$ cat src/rtl/value_wait_if.sv
// value_wait_if: command/response/monitor bundle for value_wait_engine.
interface value_wait_if #(parameter int WIDTH = 32, parameter int CNT_W = 16);
  logic signed [WIDTH-1:0] value;
  logic cmd_valid;
  logic cmd_ready;
  logic [2:0] cmd_op;
  logic signed [WIDTH-1:0] cmd_a;
  logic signed [WIDTH-1:0] cmd_b;
  logic [CNT_W-1:0] cmd_timeout;
  logic resp_valid;
  logic resp_ready;
  logic resp_timeout;
  logic [CNT_W-1:0] resp_cycles;
  logic busy;
  modport master(output value, cmd_valid, cmd_op, cmd_a, cmd_b, cmd_timeout, resp_ready,
                 input cmd_ready, resp_valid, resp_timeout, resp_cycles, busy);
  modport slave(input value, cmd_valid, cmd_op, cmd_a, cmd_b, cmd_timeout, resp_ready,
                output cmd_ready, resp_valid, resp_timeout, resp_cycles, busy);
endinterface

$ cat src/rtl/value_wait_engine.sv
// value_wait_engine: waits for a signed predicate on value, or a cycle timeout, then responds.
module value_wait_engine #(
  parameter int WIDTH = 32,
  parameter int CNT_W = 16
) (
  input logic clk,
  input logic rst_n,
  value_wait_if.slave bus
);
  localparam logic [1:0] IDLE = 2'd0;
  localparam logic [1:0] WAIT = 2'd1;
  localparam logic [1:0] RESP = 2'd2;
  logic [1:0] state_q, state_d;
  logic [2:0] op_q, op_d;
  logic signed [WIDTH-1:0] a_q, a_d, b_q, b_d, v;
  logic [CNT_W-1:0] to_q, to_d, cnt_q, cnt_d, cyc_q, cyc_d;
  logic tmo_q, tmo_d, hit, last;
  assign v = bus.value;
  assign hit = op_q == 3'd0 ? v == a_q :
               op_q == 3'd1 ? v != a_q :
               op_q == 3'd2 ? v < a_q :
               op_q == 3'd3 ? v >= a_q : (v > a_q && v < b_q);
  assign last = to_q != '0 && cnt_q == to_q - 1'b1;
  always_comb begin
    state_d = state_q;
    op_d = op_q;
    a_d = a_q;
    b_d = b_q;
    to_d = to_q;
    cnt_d = cnt_q;
    tmo_d = tmo_q;
    cyc_d = cyc_q;
    if (state_q == IDLE) begin
      if (bus.cmd_valid) begin
        op_d = bus.cmd_op;
        a_d = bus.cmd_a;
        b_d = bus.cmd_b;
        to_d = bus.cmd_timeout;
        cnt_d = '0;
        state_d = bus.cmd_op > 3'd4 ? RESP : WAIT;
        tmo_d = bus.cmd_op > 3'd4;
        cyc_d = bus.cmd_op > 3'd4 ? '0 : cyc_q;
      end
    end else if (state_q == WAIT) begin
      // a true predicate takes priority over a coincident timeout
      state_d = hit || last ? RESP : WAIT;
      tmo_d = hit ? 1'b0 : last ? 1'b1 : tmo_q;
      cyc_d = hit ? cnt_q : last ? to_q : cyc_q;
      cnt_d = cnt_q + {{(CNT_W-1){1'b0}}, ~&cnt_q};
    end else if (state_q == RESP) begin
      state_d = bus.resp_ready ? IDLE : RESP;
    end else begin
      state_d = IDLE;
    end
  end
  always_ff @(posedge clk or negedge rst_n) begin
    if (!rst_n) begin
      state_q <= IDLE;
      op_q <= '0;
      a_q <= '0;
      b_q <= '0;
      to_q <= '0;
      cnt_q <= '0;
      tmo_q <= 1'b0;
      cyc_q <= '0;
    end else begin
      state_q <= state_d;
      op_q <= op_d;
      a_q <= a_d;
      b_q <= b_d;
      to_q <= to_d;
      cnt_q <= cnt_d;
      tmo_q <= tmo_d;
      cyc_q <= cyc_d;
    end
  end
  assign bus.cmd_ready = state_q == IDLE;
  assign bus.resp_valid = state_q == RESP;
  assign bus.busy = state_q != IDLE;
  assign bus.resp_timeout = tmo_q;
  assign bus.resp_cycles = cyc_q;
endmodule

$ cat src/flat_wrapper.sv
// flat-port wrapper written by rule: the top's interface ports become plain ports
module value_wait_engine_flat 
#(
  parameter int WIDTH = 32,
  parameter int CNT_W = 16
)
  (clk, rst_n, bus_value, bus_cmd_valid, bus_cmd_op, bus_cmd_a, bus_cmd_b, bus_cmd_timeout, bus_resp_ready, bus_cmd_ready, bus_resp_valid, bus_resp_timeout, bus_resp_cycles, bus_busy);
  value_wait_if #(.WIDTH(WIDTH), .CNT_W(CNT_W)) bus_i ();
  input logic clk;
  input logic rst_n;
  input wire logic [$bits(bus_i.value)-1:0] bus_value;
  input wire logic [$bits(bus_i.cmd_valid)-1:0] bus_cmd_valid;
  input wire logic [$bits(bus_i.cmd_op)-1:0] bus_cmd_op;
  input wire logic [$bits(bus_i.cmd_a)-1:0] bus_cmd_a;
  input wire logic [$bits(bus_i.cmd_b)-1:0] bus_cmd_b;
  input wire logic [$bits(bus_i.cmd_timeout)-1:0] bus_cmd_timeout;
  input wire logic [$bits(bus_i.resp_ready)-1:0] bus_resp_ready;
  output wire logic [$bits(bus_i.cmd_ready)-1:0] bus_cmd_ready;
  output wire logic [$bits(bus_i.resp_valid)-1:0] bus_resp_valid;
  output wire logic [$bits(bus_i.resp_timeout)-1:0] bus_resp_timeout;
  output wire logic [$bits(bus_i.resp_cycles)-1:0] bus_resp_cycles;
  output wire logic [$bits(bus_i.busy)-1:0] bus_busy;
  assign bus_i.value = bus_value;
  assign bus_i.cmd_valid = bus_cmd_valid;
  assign bus_i.cmd_op = bus_cmd_op;
  assign bus_i.cmd_a = bus_cmd_a;
  assign bus_i.cmd_b = bus_cmd_b;
  assign bus_i.cmd_timeout = bus_cmd_timeout;
  assign bus_i.resp_ready = bus_resp_ready;
  assign bus_cmd_ready = bus_i.cmd_ready;
  assign bus_resp_valid = bus_i.resp_valid;
  assign bus_resp_timeout = bus_i.resp_timeout;
  assign bus_resp_cycles = bus_i.resp_cycles;
  assign bus_busy = bus_i.busy;
  value_wait_engine #(.WIDTH(WIDTH), .CNT_W(CNT_W)) u_core (.clk(clk), .rst_n(rst_n), .bus(bus_i));
endmodule
$ cat config.mk
export PLATFORM = sky130hd
export DESIGN_NAME = value_wait_engine_flat
export DESIGN_NICKNAME = d
export VERILOG_FILES = /design/src/rtl/value_wait_if.sv /design/src/rtl/value_wait_engine.sv /design/src/flat_wrapper.sv
export SDC_FILE = /design/constraint.sdc
export NUM_CORES = 1
export LEC_CHECK = 0
export CORE_MARGIN = 4
export CORE_UTILIZATION = 57
export DETAILED_ROUTE_END_ITERATION = 8
export GPL_ROUTABILITY_DRIVEN = 0
export PLACE_DENSITY = 0.91
export SYNTH_ARGS = -nofsm -noshare
export SYNTH_HDL_FRONTEND = slang
export SYNTH_SLANG_ARGS = --single-unit
$ cat constraint.sdc
create_clock -name clk -period 6.5 [get_ports clk]
set_clock_uncertainty 0.15 [all_clocks]
set_input_delay 1.95 -clock clk [delete_from_list [all_inputs] [get_ports clk]]
set_output_delay 1.95 -clock clk [all_outputs]
set_load 0.01 [all_outputs]
# --- After elaboration in Yosys (flattened, before gate mapping) ---
# Index checks and enable logic that the tools add are counted.
op_classes:
  reduce_logical: 15
  n_eq_ne: 10
  n_addsub: 2
  muxes: 25
  n_lt_le_gt_ge: 5
op_table:
  columns: ["operator", "count"]
  rows:
  - ["$mux W16", 9]
  - ["$lt A32 B32 Y1", 2]
  - ["$eq A32 B32 Y1", 1]
  - ["$ge A32 B32 Y1", 1]
  - ["$gt A32 B32 Y1", 1]
  - ["$ne A32 B32 Y1", 1]
  - ["$add A16 B1 Y16", 1]
  - ["$eq A16 B16 Y1", 1]
  - ["$reduce_and A16 Y1", 1]
  - ["$reduce_bool A16 Y1", 1]
  - ["$sub A16 B1 Y16 const B", 1]
  - ["$mux W2", 7]
  - ["$mux W1", 9]
  - ["$eq A3 B2 Y1 const B", 2]
  - ["$reduce_and A2 Y1", 2]
  - ["$reduce_and A4 Y1", 1]
  - ["$reduce_bool A2 Y1", 2]
  - ["$eq A3 B1 Y1 const B", 1]
  - ["$gt A3 B3 Y1 const B", 1]
  - ["$logic_not A3 Y1", 1]
  - ["$reduce_and A3 Y1", 1]
  - ["$reduce_bool A3 Y1", 1]
  - ["$eq A2 B1 Y1 const B", 1]
  - ["$eq A2 B2 Y1 const B", 1]
  - ["6 further kinds", 7]
totals:
  regBits: 118
  output_inout_bits: 20
  input_bits: 119
  wordCells: 65

# --- Logic depth before layout (Yosys ltp) ---
# Gate-level depths: netlist of the first run.
logic_depth:
  word_depth: 10
  depth_mapped: 14
  ltp_nobuf: 13

# --- Least setup slack after synthesis of the first run ---
# No wires, ideal clock.
synth_path:
  path_kind: "input -> register"
  from: "in bus_value[31]"
  to: "reg u_core.cyc_q[13] (netlist: u_core.bus.resp_cycles[13])"
  cell_stages: 11
  arrival_ns: 4.337
  setup_slack_ns: 1.889
  cell_sequence: "ha_1 > nand4_2 > nor4_4 > nand3_2 > a22o_1 > a211o_1 > and4b_1 > buf_2 > o31ai_4 > buf_6 > a211o_1"
synth_via:
  elab_chain_len: 9
  elab_cells_between_ends: 16
  classes_between: "order compare (4); eq/ne (2); mux (7); reduce/logical (3)"
synth_lines:
  columns: ["item", "line", "rtl"]
  rows:
  - ["start: declaration", "flat_wrapper.sv:11", "input wire logic [$bits(bus_i.value)-1:0] bus_value;"]
  - ["$gt A32 B32 Y1 or $lt A32 B32 Y1 (tied branches)", "value_wait_engine.sv:22", "op_q == 3'd3 ? v >= a_q : (v > a_q && v < b_q);"]
  - ["$logic_and A1 B1 Y1", "value_wait_engine.sv:22", null]
  - ["$mux W1", "value_wait_engine.sv:22", null]
  - ["$mux W1", "value_wait_engine.sv:21", "op_q == 3'd2 ? v < a_q :"]
  - ["$mux W1", "value_wait_engine.sv:20", "op_q == 3'd1 ? v != a_q :"]
  - ["$mux W1 (*)", "value_wait_engine.sv:19", "assign hit = op_q == 3'd0 ? v == a_q :"]
  - ["$mux W16", "value_wait_engine.sv:48", "cyc_d = hit ? cnt_q : last ? to_q : cyc_q;"]
  - ["$mux W16", "value_wait_engine.sv:44", "end else if (state_q == WAIT) begin"]
  - ["$mux W16", "value_wait_engine.sv:33", "if (state_q == IDLE) begin"]
  - ["end signal: assignment", "value_wait_engine.sv:74", "cyc_q <= cyc_d;"]
  - ["end: declaration", "value_wait_engine.sv:16", "logic [CNT_W-1:0] to_q, to_d, cnt_q, cnt_d, cyc_q, cyc_d;"]
# Mark *: on every way between the ends. The rest lies on a longest branch, timed or not. The select of a mux whose other input is x is not followed.
# A chain may end at the register's enable or synchronous reset.

# --- Worst setup path after layout of the first run ---
layout_path:
  from: "in bus_value[27]"
  to: "reg u_core.cyc_q[1] (netlist: u_core.bus.resp_cycles[1])"
# The elaborated chain is that of the path after synthesis.

==> impl_metrics.ini, run 1 <==
[status]
status = complete, no violations

[floorplan]
die_w_um = 119.9
placeableCoreArea_sq_um = 12160
rows = 40
dieArea_sq_um = 14390
die_y_um = 119.9
ioPinCount = 139
initial_core_util_pct = 58.73

[place]
dpl_cell_area_sq_um = 8571
portBuffers = 138
hpwlAfterDp_mm = 14.39

[clock_network]
clkSlewWorstSetupHoldPaths_ns = 0.05
cts_max_level = 4
cts_sinks = 118
cts_hold_buf = 0
clk_latency_ns = 0.42
cts_resized = 0
post_cts_buffers = 0
tritoncts = yes
cts_buffer_depth = 2
cts-root-buf = clkbuf_16
numCtsBuffers = 17

[detailed_routing]
vias = 6727
wirelength_mm = 20.59
dr.first_iter.drc_count = 634
detail_route.vias_per_cell = 6.022
dr.pass1.iters = 6
ant_nets = 0
drc = 0
post_drt_wl_per_cell_um = 18.43

[yosys]
synth-seq-cells = 118
synth.largest_area_cell = dfrtp_1
ys_types = 65
synth_nets = 1001
async_reset_ff_share_pct = 100.0
syn_area_sq_um = 7143
seq_area_frac_synth_pct = 41.34
syn_area_per_cell_sq_um = 8.765
synthFlopType = dfrtp_1
yosys-top-cells-area = dfrtp_1 41%, ha_1 12%, nand2_1 8.3%
netlist.area_leader.share_pct = 41.34
synth.yosys.warnings = 0
synth_edf_count = 0
synth_cells = 815

[global_routing]
overflow = 0
grt_max_degree = 96
antenna_found_initial = 0
grt_pass1_vias = 6717
grt_usage_pct = 28.98
grt_pass1_wl_mm = 33.06

[layout]
area_growth_pct = 28.53
drive_gt1_share_pct = 5.796
final_nets = 1122
antenna_cells = 0
final_common_cell = nand2_1
layout_common_cells = 157 x nand2_1, 137 x clkdlybuf4s50_1, 118 x dfrtp_1
fillerInstances = 822
stdcell_area_sq_um = 9181

[worst_setup_path]
cp-start-kind = input pin
path_max_fanout = 18
critical_path_class = input pin to flip-flop
worstPathRequired_ns = 6.65
crit_arrival_ns = 5.64
worstSetupEndpointType = flip-flop

[sta]
slew-limit-headroom_pct = 27.67
post-route-period-util_pct = 84.46
slew_violations = 0
hold_viol = 0
worst_pin_slew_ns = 1.082
setup_viol = 0
fmax_mhz = 182.1
rsz0062_at_grt = false
min_period_ns = 5.490
fin_setup_tns_ns = 0

[hold_path]
hold_class = flip-flop to flip-flop

[pwr]
irDropWorstVdd_mv = 0.2052
intPower_w = 0.002273
pwr-share-seq_pct = 31.9
comb_power_share_pct = 42.6
powerDensity_nw_per_um2 = 415.5
clock_power_share_pct = 25.4
p_sw_share_pct = 40.40
p_sw_w = 0.001541
p_leak_nw = 4.363

[job]
drv_cap = 0
## worst max-delay path: stages
cell and delay (ns):
clkdlybuf4s50_1 0.47, ha_1 0.37, a21oi_1 0.21, o21ai_0 0.14, a211oi_1 0.31, nand2_1 0.20, a22o_1 0.25, a211o_1 0.28
and4b_1 0.71, o31ai_4 0.31, a221o_1 0.42
## registers in the layout, indices dropped and copies added (netlist names)
| register | count |
|---|---|
| u_core.op_q | 3 |
| u_core.b_q | 32 |
| u_core.state_q | 2 |
| u_core.bus.resp_timeout | 1 |
| u_core.to_q | 16 |
| u_core.a_q | 32 |
| u_core.cnt_q | 16 |
| u_core.bus.resp_cycles | 16 |
## layout make-up
type / count / area (sq um) / share of cell area (%)
multi-input cells: 584 / 3729 / 40.61
well taps: 168 / 210.2 / 2.289
repair buffers: 141 / 1401 / 15.26
clock inverters: 9 / 122.6 / 1.336
flip-flops and latches: 118 / 2953 / 32.16
inverters: 74 / 277.8 / 3.025
clock buffers: 23 / 488.0 / 5.315
## metal layers
metal,vias up,track usage (%),routed length [um]
met5,-,0,0
met4,0,15.25,919
li1,3070,-,-
met1,3199,35.42,8162
met2,363,47.80,9931
met3,95,6.550,1573
## synth_stat cells (4+ instances only)
cell,n
a211o_1,17
a21o_1,4
a21oi_1,32
a31oi_1,8
and3_1,26
and3_2,4
buf_2,8
clkbuf_1,25
dfrtp_1,118
ha_1,67
inv_1,74
mux2i_1,4
nand2_1,157
nand2b_1,5
nand3_1,26
nand4_1,19
nor2_1,27
nor2b_1,4
nor3_1,12
o21ai_0,90
o21ai_1,4
xnor2_1,15
xor2_1,5
## final timing paths
| path | slack [ns] | end | depth (start not counted) | start |
|---|---|---|---|---|
| max in group asynchronous | 3.51 | u_core.a_q[15]$_DFFE_PN0P_ | 2 | rst_n |
| min reg2reg | 0.34 | u_core.a_q[0]$_DFFE_PN0P_ | 2 | u_core.a_q[0]$_DFFE_PN0P_ |
| min in group asynchronous | 1.49 | u_core.a_q[14]$_DFFE_PN0P_ | 1 | rst_n |
| max reg2reg | 2.65 | u_core.bus.resp_cycles[1]$_DFFE_PN0P_ | 11 | u_core.b_q[2]$_DFFE_PN0P_ |
| max | 1.01 | u_core.bus.resp_cycles[1]$_DFFE_PN0P_ | 11 | bus_value[27] |
| min | 0.34 | u_core.a_q[0]$_DFFE_PN0P_ | 2 | u_core.a_q[0]$_DFFE_PN0P_ |
## power groups by stage
stage | registers [W] | logic, W | clock network (W)
after global routing | 0.00124 | 0.00181 | 0.00101
after global placement | 0.00120 | 0.00146 | 0
final | 0.00122 | 0.00163 | 0.000971
after CTS | 0.00121 | 0.00160 | 0.000974
after floorplan | 0.00112 | 0.00116 | 0
after detailed placement | 0.00121 | 0.00155 | 0
## cell families (layout without fill, tap and decap cells)
logic type	Yosys count	after routing	synth area share (%)
AOI/OAI and AO/OA	188	188	16.27
xor gates and xnor gates	20	20	2.452
adders and majority gates	68	68	11.88
buffers and inverters	113	247	6.498
DFF	118	118	41.34
muxes	5	5	0.7182
and+or+nand+nor	303	303	20.84
## per-stage QoR
| step | std cells | total power [W] | hold WS (ns) | util (%) | setup WS (ns) |
|---|---|---|---|---|---|
| finish | 1117 | 0.003815 | 0.3351 | 75.49 | 1.010 |
| global route | 1117 | 0.004062 | 0.3607 | 75.49 | 0.8478 |
| CTS | 1117 | 0.003784 | 0.3439 | 75.49 | 1.095 |
| detailed placement | 1085 | 0.002764 | 0.3304 | 70.47 | 0.6976 |
| global placement | 1085 | 0.002656 | 0.3116 | 70.47 | 0.8853 |
| floorplan | 815 | 0.002286 | 0.2967 | - | 1.889 |
Note: power is estimated with default switching activity, not from simulation.
==> run 2, diff against run 1 <==
--- a/config.mk
+++ b/config.mk
@@ -6,10 +6,10 @@
 export NUM_CORES = 1
 export LEC_CHECK = 0
 export CORE_MARGIN = 4
-export CORE_UTILIZATION = 57
+export CORE_UTILIZATION = 53
 export DETAILED_ROUTE_END_ITERATION = 8
 export GPL_ROUTABILITY_DRIVEN = 0
-export PLACE_DENSITY = 0.91
+export PLACE_DENSITY = 0.85
 export SYNTH_ARGS = -nofsm -noshare
 export SYNTH_HDL_FRONTEND = slang
 export SYNTH_SLANG_ARGS = --single-unit
==> constraint.sdc (replaced) <==
create_clock -name clk -period 5.29 [get_ports clk]
set_clock_uncertainty 0.15 [all_clocks]
set_input_delay 1.587 -clock clk [delete_from_list [all_inputs] [get_ports clk]]
set_output_delay 1.587 -clock clk [all_outputs]
set_load 0.01 [all_outputs]
==> impl_metrics.ini, run 2 (same netlist as run 1, synthesis figures left out) <==
[global_routing]
grt_pass1_wl_mm = 31.28
grt_pass1_vias = 6454
overflow = 0
grt_usage_pct = 26.30
antenna_found_initial = 0
grt_max_degree = 88

[sta]
worst_pin_slew_ns = 1.032
fin_setup_tns_ns = 0
min_period_ns = 4.632
fmax_mhz = 215.9
setup_viol = 0
rsz0062_at_grt = false
post-route-period-util_pct = 87.57
slew_violations = 0
setup_slack_ns = 0.6576
slew-limit-headroom_pct = 31.05
hold_viol = 0

[detailed_routing]
detail_route.vias_per_cell = 5.738
wirelength_mm = 19.72
vias = 6473
ant_nets = 0
drc = 0
dr.first_iter.drc_count = 622
dr.pass1.iters = 5
post_drt_wl_per_cell_um = 17.48

[clock_network]
cts_resized = 0
tritoncts = yes
cts_sinks = 118
cts-root-buf = clkbuf_16
cts_hold_buf = 0
cts_buffer_depth = 2
numCtsBuffers = 17
cts_max_level = 4
clkSlewWorstSetupHoldPaths_ns = 0.05
clk_latency_ns = 0.42
post_cts_buffers = 0

[floorplan]
ioPinCount = 139
initial_core_util_pct = 53.94
dieArea_sq_um = 15400
die_w_um = 124.1
placeableCoreArea_sq_um = 13240
die_y_um = 124.1
rows = 42

[layout]
layout_common_cells = 157 x nand2_1, 137 x clkdlybuf4s50_1, 118 x dfrtp_1
stdcell_area_sq_um = 9270
top_regs = u_core.a_q: 32 flops, u_core.b_q: 32 flops
drive_gt1_share_pct = 6.092
final_common_cell = nand2_1
area_growth_pct = 29.78
final_nets = 1126
antenna_cells = 0

[worst_setup_path]
crit_arrival_ns = 4.83
r2r_end = u_core.bus.resp_cycles[4]$_DFFE_PN0P_
cp-start-kind = input pin
r2r_start = u_core.to_q[0]$_DFFE_PN0P_
cpPeakStageDelay_ns = 0.44
path_max_fanout = 12
worstPathRequired_ns = 5.48
cpMaxStageDelayCell = clkdlybuf4s50_1
critical_path_class = input pin to flip-flop
ff2ff_path_depth = 11
worstSetupEndpointType = flip-flop
path_cells = clkdlybuf4s50_1 > ha_1 > nand4_1 > nor3_1 > nand2_1 > o31ai_1 > mux2_1 > and4b_1 > o31ai_4 > buf_4 > o2bb2ai_1
r2r_slack_ns = 1.82

[status]
status = complete, no violations

[job]
drv_cap = 0

[hold_path]
hold_class = flip-flop to flip-flop
timing.hold.worst_endpoint = u_core.b_q[0]$_DFFE_PN0P_
holdPathStages = 2
hold_path.startpoint = u_core.b_q[0]$_DFFE_PN0P_

[place]
portBuffers = 138
hpwlAfterDp_mm = 14.12
place_ws_ns = 0.2834
dpl_cell_area_sq_um = 8623

[pwr]
finalPower_w = 0.004746
p_leak_nw = 4.398
powerDensity_nw_per_um2 = 511.9
irDropWorstVdd_mv = 0.3453
-- run 2: layout make-up --
type | count | area, sq um
clock buffer | 22 | 474.2
clock inverter | 9 | 172.7
fill | 1009 | 3973
inverter | 74 | 277.8
multi-input combinational | 584 | 3729
sequential | 118 | 2953
tap | 176 | 220.2
timing repair buffer | 145 | 1444
-- run 2: per-stage QoR --
stage / hold slack (ns) / cells / utilization [%]
global placement: 0.3127 / 1097 / 65.12
detailed placement: 0.3166 / 1097 / 65.12
global route: 0.3480 / 1128 / 70.00
finish: 0.3263 / 1128 / 70.00
CTS: 0.3295 / 1128 / 70.00
floorplan: 0.2967 / 815 / -
-- run 2: worst max-delay path by stage --
| stage | from | end | slack (ns) | cells after the start |
|---|---|---|---|---|
| 6_report | bus_value[31] | u_core.bus.resp_cycles[3]$_DFFE_PN0P_ | 0.66 | 11 |
| 3_5_place_dp | bus_value[31] | u_core.bus.resp_cycles[0]$_DFFE_PN0P_ | 0.28 | 10 |
| 2_1_floorplan | bus_value[31] | u_core.bus.resp_cycles[13]$_DFFE_PN0P_ | 1.04 | 11 |
| 5_1_grt | bus_value[25] | u_core.bus.resp_cycles[0]$_DFFE_PN0P_ | 0.49 | 11 |
| 3_3_place_gp | bus_value[31] | u_core.bus.resp_cycles[13]$_DFFE_PN0P_ | 0.35 | 10 |
| 4_1_cts | bus_value[25] | u_core.bus.resp_cycles[0]$_DFFE_PN0P_ | 0.68 | 10 |
-- run 2: power breakdown --
part | total [W] | switching, W | internal [W] | leakage, nW
clock | 0.00127 | 0.000405 | 0.000867 | 0.316
combinational | 0.00198 | 0.00118 | 0.000793 | 2.58
sequential | 0.00150 | 0.000261 | 0.00124 | 1.50
total | 0.00475 | 0.00185 | 0.00290 | 4.40
-- run 2: worst max-delay path, delay by kind of cell --
kind / cells / cell delay (ns)
compound gates: 3 / 0.84
fa+ha+maj: 1 / 0.35
buf+inv: 2 / 0.73
mux: 1 / 0.38
simple gates: 4 / 0.95
-- run 2: routing by layer --
layer	track usage [%]	wire length (um)	vias to the layer above	share of wire, %
li1	-	-	3079	-
met1	32.12	8242	3085	42
met2	45.24	9648	265	49
met3	6.494	1392	44	7.1
met4	9.377	437	0	2.2
met5	0	0	-	0
==> RTL change (config.mk and constraints of run 2) <==
Make the reset (`rst_n`) synchronous in one clocked block.
--- a/src/rtl/value_wait_engine.sv
+++ b/src/rtl/value_wait_engine.sv
@@ -53,7 +53,7 @@
       state_d = IDLE;
     end
   end
-  always_ff @(posedge clk or negedge rst_n) begin
+  always_ff @(posedge clk) begin
     if (!rst_n) begin
       state_q <= IDLE;
       op_q <= '0;
Function: differs if rst_n is asserted again (counterexample within 4 cycles, from zero or initial values and one cycle with rst_n low); with rst_n held inactive, the same outputs for 4 cycles.
==> RTL change against run 2 <==
Sequential cell count unchanged; routed wire length decreased by 6.0%; area after synthesis increased by 0.35%; worst hold slack worse by 0.022 ns; utilization shrank 0.34 points; non-clock buffer count up 1; highest routed layer unchanged; critical path depth increased by 1; register-to-register slack got worse by 0.09 ns; global-route usage shrank 2.1 points; via count grew 3.0%; cell area is 0.49% lower; worst setup slack got worse by 0.19 ns.
Power is not compared: it rests on default switching activity, and its combinational part moved more than twofold at a synthesized area within 25%.
==> RTL change: results (changes against run 2) <==
metric;value;unit;change
R2R cell count;12;;+1
crit path DAT;4.95;ns;+0.12 ns
crit path max fanout;16;;+4
status;finished clean;;
Placement Setup Slack;0.148;ns;-0.136 ns
Cell variety after synth;60;;-7.7%
syn_nets;1103;;+10%
worst skew pair latency;0.43;ns;
Vias/cell;5.47;;-4.6%
DP Wirelength;13.3;mm;-5.8%
LEAKAGE;3.63;nW;
post-synthesis compound-gate area fraction;20.1;%;+3.9 points
vias in the first global route;6592;;+2.1%
pin count of the biggest net entering global routing;58;;-34%
ys flop type;dfxtp_1;;
Crit-path slowest cell;clkdlybuf4s50_1;;
share of layout cells above drive strength 1;5.76;%;-0.33 points
Synth Instances;917;;+13%
Peak VDD IR;269;uV;
reg2reg setup slack;1.73;ns;-0.09 ns
ys async rst share;0;%;-100 points
post-CTS setup buffer count;0;;unchanged
post-cts resize count;0;;unchanged
crit path to;u_core.bus.resp_cycles[7]$_SDFFE_PN0P_;;
sequential share of the synthesized area;33.0;%;-8.4 points
post-synthesis mux area share;2.88;%;+2.2 points
initial DRC count;517;;-17%
Antenna Cells;0;;unchanged
worst hold endpoint;u_core.bus.resp_cycles[11]$_SDFFE_PN0P_;;
DR pass1 iterations;5;;unchanged
Hold WS;0.304;ns;-0.0222 ns
nets;1215;;+7.9%
dpl cell area;8590;um^2;-0.35%
Slew @ Worst Pin;1.11;ns;+0.0821 ns
xor/xnor share of the synthesized area;2.69;%;+0.24 points
CP delay by family, top;compound AO/OA/AOI/OAI gates;;
adder-cell area share of the yosys netlist;11.7;%;-0.18 points
clk slew on worst S/H paths;0.05;ns;about the same
Synth area leaders;dfxtp_1 33%, ha_1 12%, nand2_1 11%;;
CTS Buf Count;17;;unchanged
Power Internal;2.01;mW;
hold path start;u_core.bus.resp_cycles[11]$_SDFFE_PN0P_;;
GRT Util Overall;24.2;%;-2.1 points
crit path from;bus_value[25];;
vias;6665;;+3.0%
initial antenna violation count;0;;unchanged
Final Cycle Share;91.1;%;+3.5 points
YS warnings;0;;unchanged
DRT Wirelength;18.5;mm;-6.0%
worst r2r src;u_core.a_q[25]$_SDFFE_PN0P_;;
worst hold-check path type;reg2reg;;
crit-path max cell delay;0.43;ns;
first-pass GRT wire length;31.1;mm;-0.66%
Post-synth top cells;218 x nand2_1, 118 x dfxtp_1, 85 x a21boi_0;;
Worst Hold Depth;2;;unchanged
## RTL change: power groups by stage
stage	sequential (mW)	clock (mW)	combinational, mW
6_report	0.984	1.23	0.544
5_1_grt	0.990	1.28	0.609
4_1_cts	0.983	1.24	0.544
3_5_place_dp	1.00	0	0.532
3_3_place_gp	0.999	0	0.517
2_1_floorplan	0.984	0	0.361
## RTL change: per-layer routing
metal | track usage, % | share of wire, % | vias to the layer above
met2 | 39.6 | 47 | 222
met4 | 9.86 | 2.4 | 0
met3 | 6.35 | 6.5 | 39
li1 | - | - | 3359
met5 | 0 | 0 | -
met1 | 30.3 | 44 | 3045
## RTL change: final cells by class
cell class / instances / area [um^2]
Sequential cell: 118 / 2360
Clock buffer: 19 / 453
Tap cell: 176 / 220
Inverter: 74 / 278
Clock inverter: 13 / 179
Timing Repair Buffer: 146 / 1440
Multi-Input combinational cell: 672 / 4300
Fill cell: 1044 / 4020
